**src/rtl/pipe_fifo.sv**
```systemverilog
// rtl/pipe_fifo.sv - first-word-fall-through FIFO with valid/ready handshakes and synchronous flush
// Pointers carry an extra wrap bit so full and empty are told apart without a separate counter.

module dff_we #(
  parameter int W = 1
) (
  input  logic         clk,
  input  logic         rst_aL,
  input  logic         we,
  input  logic [W-1:0] d,
  output logic [W-1:0] q
);

  always_ff @(posedge clk or negedge rst_aL) begin
    if (!rst_aL) begin
      q <= '0;
    end else if (we) begin
      q <= d;
    end
  end

endmodule

module pipe_fifo #(
  parameter int WIDTH = 32,
  parameter int DEPTH = 4,
  localparam int AW   = $clog2(DEPTH)
) (
  input  logic             clk,
  input  logic             rst_aL,
  input  logic             flush,
  input  logic             enq_valid,
  output logic             enq_ready,
  input  logic [WIDTH-1:0] enq_data,
  output logic             deq_valid,
  input  logic             deq_ready,
  output logic [WIDTH-1:0] deq_data,
  output logic [AW:0]      count
);

  logic [AW:0]      head_q, head_d;
  logic [AW:0]      tail_q, tail_d;
  logic [WIDTH-1:0] entry_q [DEPTH];
  logic [DEPTH-1:0] entry_we;
  logic             empty, full;
  logic             enq_fire, deq_fire;

  dff_we #(.W(AW+1)) u_head (
    .clk    (clk),
    .rst_aL (rst_aL),
    .we     (1'b1),
    .d      (head_d),
    .q      (head_q)
  );

  dff_we #(.W(AW+1)) u_tail (
    .clk    (clk),
    .rst_aL (rst_aL),
    .we     (1'b1),
    .d      (tail_d),
    .q      (tail_q)
  );

  for (genvar i = 0; i < DEPTH; i++) begin : g_entry
    dff_we #(.W(WIDTH)) u_entry (
      .clk    (clk),
      .rst_aL (rst_aL),
      .we     (entry_we[i]),
      .d      (enq_data),
      .q      (entry_q[i])
    );
  end

  always_comb begin
    empty     = (head_q == tail_q);
    full      = (head_q[AW-1:0] == tail_q[AW-1:0]) && (head_q[AW] != tail_q[AW]);
    enq_ready = !full;
    deq_valid = !empty;
    deq_data  = entry_q[head_q[AW-1:0]];
    count     = tail_q - head_q;
    enq_fire  = enq_valid && enq_ready;
    deq_fire  = deq_valid && deq_ready;
  end

  always_comb begin
    head_d   = head_q;
    tail_d   = tail_q;
    entry_we = '0;
    if (flush) begin
      // Flush wins over any handshake this cycle; the enqueued word is dropped.
      head_d = '0;
      tail_d = '0;
    end else begin
      if (enq_fire) begin
        tail_d = tail_q + 1'b1;
      end
      if (deq_fire) begin
        head_d = head_q + 1'b1;
      end
      for (int i = 0; i < DEPTH; i++) begin
        entry_we[i] = enq_fire && (tail_q[AW-1:0] == AW'(i));
      end
    end
  end

endmodule

```
**config.mk**
```make
export PLATFORM = sky130hd
export DESIGN_NAME = pipe_fifo
export DESIGN_NICKNAME = d
export VERILOG_FILES = /design/src/rtl/pipe_fifo.sv
export SDC_FILE = /design/constraint.sdc
export NUM_CORES = 1
export LEC_CHECK = 0
export CAP_MARGIN = 10
export CORE_MARGIN = 2
export CORE_UTILIZATION = 35
export DETAILED_ROUTE_END_ITERATION = 12
export SYNTH_ARGS = -nofsm -noshare
export SYNTH_HDL_FRONTEND = slang
export SYNTH_SLANG_ARGS = --single-unit
export TNS_END_PERCENT = 20
```
**constraint.sdc**
```tcl
create_clock -name clk -period 2.7 [get_ports clk]
set_input_delay 0.54 -clock clk [delete_from_list [all_inputs] [get_ports clk]]
set_output_delay 0.54 -clock clk [all_outputs]
set_load 0.02 [all_outputs]
```
# == Word level (Yosys, flattened, before mapping) ==
# Index checks and enable logic that the tools add are counted.
# classes
magnitude_cmp,1
n_bitwise,1
mux,8
eq_ne,6
addsub,3
reduce_logical,12
# op_table
op,n
binary-select mux 32 bit (select 2 bit),1
two-way mux 32 bit,2
two-way mux 3 bit,4
logical AND 1 bit,7
adder 3 x 1 -> 3 bit (second input constant),2
== test 2 bit (second input constant),2
two-way mux 4 bit,1
nonzero test 2 bit,2
== test 3 bit,1
greater-or-equal comparator 3 bit (second input constant),1
NOT 2 -> 3 bit,1
subtractor 3 bit,1
== test 2 x 1 -> 1 bit (second input constant),1
== test 2 bit,1
zero test 1 bit,2
zero test 2 bit,1
!= test 1 bit,1
# word_totals
word_cells,37
output_inout_bits,37
register_bits,134

# == Longest topological paths before layout ==
# logic_depth
word_depth,6
mapped_depth,9
mapped_depth_nobuf,5

# == Hierarchy ==
# From an unflattened synthesis, not the netlist that was laid out.
# unflattened
cells_unflattened,380
hier_area_um2,6774.0
# modules_own_cells
mod,n_inst,cells_per_inst,area_each_um2
dff_we at g_entry[0].u_entry ...,4,68,1345.0
pipe_fifo,1,96,1176.1
dff_we at u_head ...,2,6,108.9

# == Worst setup path before layout ==
# No wires, ideal clock.
# synth_timing
kind,register to register
from,register u_head.q[1]
to,register g_entry[0].u_entry.q[10]
setup_ns,0.125
path_stages_with_launch,10
synth_period_minus_slack_ns,2.373
slack_ns,0.327
arrival_ns,2.249
cell_sequence,dfrtp_1 > clkbuf_1 > buf_2 > inv_1 > ha_1 > and2_1 > buf_2 > a21oi_2 > buf_4 > mux2_2
# synth_between
elab_chain_cells,6
# synth_lines
item,line,source
"start, declared",11,output logic [W-1:0] q
"start signal, assigned",16,q <= '0;
"start signal, assigned",18,q <= d;
== test 2 bit,76,full = (head_q[AW-1:0] == tail_q[AW-1:0]) && (head_q[AW] != tail_q[AW]);
logical AND 1 bit,76,
zero test 1 bit,77,enq_ready = !full;
logical AND 1 bit,81,enq_fire = enq_valid && enq_ready;
logical AND 1 bit,101,entry_we[i] = enq_fire && (tail_q[AW-1:0] == AW'(i));
two-way mux 4 bit,89,if (flush) begin
"end signal, assigned",16,
"end signal, assigned",18,
"end, declared",11,
# No other way between the ends.
# A chain may end at the register's enable or synchronous reset.

# == Worst setup path after layout ==
# layout_timing
from,register u_tail.q[0]
to,output count[2]
# layout_between
elab_chain_cells,1
# layout_lines
item,line,source
"start, declared",11,
"start signal, assigned",16,
"start signal, assigned",18,
subtractor 3 bit,80,count = tail_q - head_q;
"end, declared",38,output logic [AW:0] count
# No other way between the ends.

==> out/metrics.yaml <==
run_status:
  status: "complete, no violations"
setup_path:
  max_stage_delay_ps: 390
  cp-start-kind: "flip-flop"
  crit_start: "u_tail.q[0]"
  reg2reg_depth: 7
  critPathRequiredTime_ps: 2160
  worst_ep_arrival_time_ps: 2010
  r2r-start: "u_head.q[1]"
  r2r-end: "g_entry[3].u_entry.q[10]"
  cp_max_fo: 4
  slowest_stage: "dfrtp_1"
  cp_top_family: "adder cells"
  endpoint_kind: "primary output"
  r2r_slack_ps: 400
  criticalPathCategory: "flip-flop to primary output"
  crit_chain: "inv_1 -> ha_1 -> fa_1 -> xor2_1 -> dlygate4sd2_1"
  critical_path_buf_inv_count: 2
global_route:
  grt_pass1_vias: 3854
  grt_overflow: 0
  grt_pass1_wl_um: 21160
  antenna_found_initial: 0
  track_usage_pct: 14.98
  grt_max_degree: 59
drt:
  drt-pass1-iter-count: 4
  wl_per_cell_um: 18.53
  drc: 0
  drt_iter0_drc: 111
  wirelength_um: 12830
  vias: 3412
  ant_nets: 0
  avgViaCountPerCell: 4.931
floorplan:
  die_h_um: 137.3
  core_um2: 17360
  fp.dieArea_um2: 18850
  die_x_um: 137.3
  rows: 48
  start_util_pct: 35.82
  ios: 74
sta:
  fin_crit_ps: 2550
  rsz0062_at_grt: "no"
  hold_slack_ps: 78.84
  worst_clock_skew_ps: 8.251
  fmax_mhz: 392.2
  hold_viol_final: 0
  finalSetupViolations: 0
  setup_slack_ps: 150.1
  maxSlewViolCount: 0
  finalSetupTns_ps: 0
  finalCritPeriodShare_pct: 94.44
  worst_pin_slew_ps: 529.2
  relSlewSlack_pct: 64.72
placed_design:
  port_buffers: 73
  dp_hpwl_um: 8252
  preCtsSetupSlack_ps: 284.7
  place_congestion: 0.7456
  dp.cells: 660
synthesis:
  synth_fp_nets: 413
  yosysUniqueCellTypes: 31
  yosysWarnings: 0
  synth_top_cell_area_share_pct: 53.93
  synth_ff_type: "dfrtp_1"
  seq_area_frac_synth_pct: 53.93
  async_reset_ff_share_pct: 100.0
  yosys-top-cells-count: "134 x dfrtp_1, 60 x mux2_1, 40 x mux2_2"
  synth_seq_cells: 134
  syn_area_per_cell_um2: 16.89
  synth_area_leaders: "dfrtp_1 54%, mux4_2 12%, mux2_1 11%, mux2_2 7.2%, mux2_4 7.2%"
  synth_area_um2: 6217
  synth_edf_count: 0
  yosys.area.top_type: "dfrtp_1"
  netlist_instances: 368
  synth_most_common_cell: "dfrtp_1"
layout:
  multi_input_area_um2: 2665
  finalNonFillerCells: 692
  seqCellArea_um2: 3356
  nNetsFinal: 499
  diodes: 0
  fillers: 1517
  fin_util_pct: 45.29
  syn_to_final_growth_pct: 26.42
  drive_gt1_share_pct: 33.62
clock_tree:
  root_buffer: "clkbuf_16"
  clockBufferDepth: 2
  cts_tree: "done"
  clkSlewWorstSetupHoldPaths_ps: 50
  cts_hold_buf: 0
  ctsHtreeMaxLevel: 4
  insertion_delay_ps: 410
  ctsResizeCount: 38
  cts.sinks: 134
  numCtsBuffers: 17
  postCtsSetupRepairBufs: 0
power:
  p_per_area_nw_per_um2: 1130
  ir_drop_uv: 514.2
  p_leak_nw: 3.493
min_path:
  hp-class: "input port to async pin"
job:
  cap_violations: 0
-- stage by stage --
step	instance area (µm²)	power [mW]
2_1_floorplan	6217	5.430
3_3_place_gp	7267	6.663
3_5_place_dp	7267	6.760
4_1_cts	7860	9.022
5_1_grt	7860	9.401
6_report	7860	8.882
-- sequential cells by signal, indices dropped and copies added, names as in the netlist --
register           cells
g_entry.u_entry.q    128
u_head.q               3
u_tail.q               3
-- logic make-up (layout without fill, tap and decap cells) --
| group | Yosys count | in the layout | synth area share, % |
|---|---|---|---|
| buf+inv | 31 | 130 | 3.321 |
| fa+ha+maj | 8 | 8 | 1.731 |
| flops | 134 | 134 | 53.93 |
| mux | 163 | 163 | 37.11 |
| simple gates | 17 | 17 | 1.510 |
| compound gates | 13 | 13 | 2.113 |
| xor+xnor | 2 | 2 | 0.2818 |
-- power breakdown --
group          switching (mW)  leakage (nW)  total [mW]  internal [mW]
logic                    1.41          1.50        3.16           1.75
clock network           0.876         0.311        2.47           1.60
registers               0.417          1.68        3.25           2.83
-- per-layer routing --
| metal | track usage, % | part of all wire, % | vias up |
|---|---|---|---|
| met5 | 0 | 0 | - |
| met2 | 23.77 | 48 | 69 |
| met1 | 19.39 | 45 | 1792 |
| li1 | - | - | 1539 |
| met3 | 4.967 | 5.7 | 12 |
| met4 | 4.868 | 1.3 | 0 |
-- layout by cell type (no fill, tap or decap), drive strengths merged, types with 5 or more instances in the layout --
master	netlist	routed
dfrtp	134	134
mux2	130	130
clkdlybuf4s50	0	36
dlygate4sd2	0	36
mux4	32	32
clkbuf	4	20
buf	19	18
inv	8	10
ha	7	7
clkinv	0	5
-- worst register-to-register path, stage by stage (launching register included) --
cell	delay, ps
dfrtp_2	490
inv_1	90
ha_1	310
and2_1	170
buf_4	180
a21oi_4	330
buf_4	260
mux2_1	350
-- final cells by class --
type,instances,share of cell area (%)
clock buffers,20,5.810
clock inverters,12,2.213
inverters,8,0.3820
multi-input cells,203,33.91
flip-flops and latches,134,42.69
well taps,225,3.582
repair buffers,90,11.41
-- worst max path at each step --
stage / to / depth (start not counted)
after floorplan: g_entry[0].u_entry.q[10] / 9
after global placement: count[2] / 5
after detailed placement: deq_data[7] / 3
after CTS: count[2] / 5
after global routing: count[2] / 5
final: count[2] / 5
(Power assumes the default switching activity.)
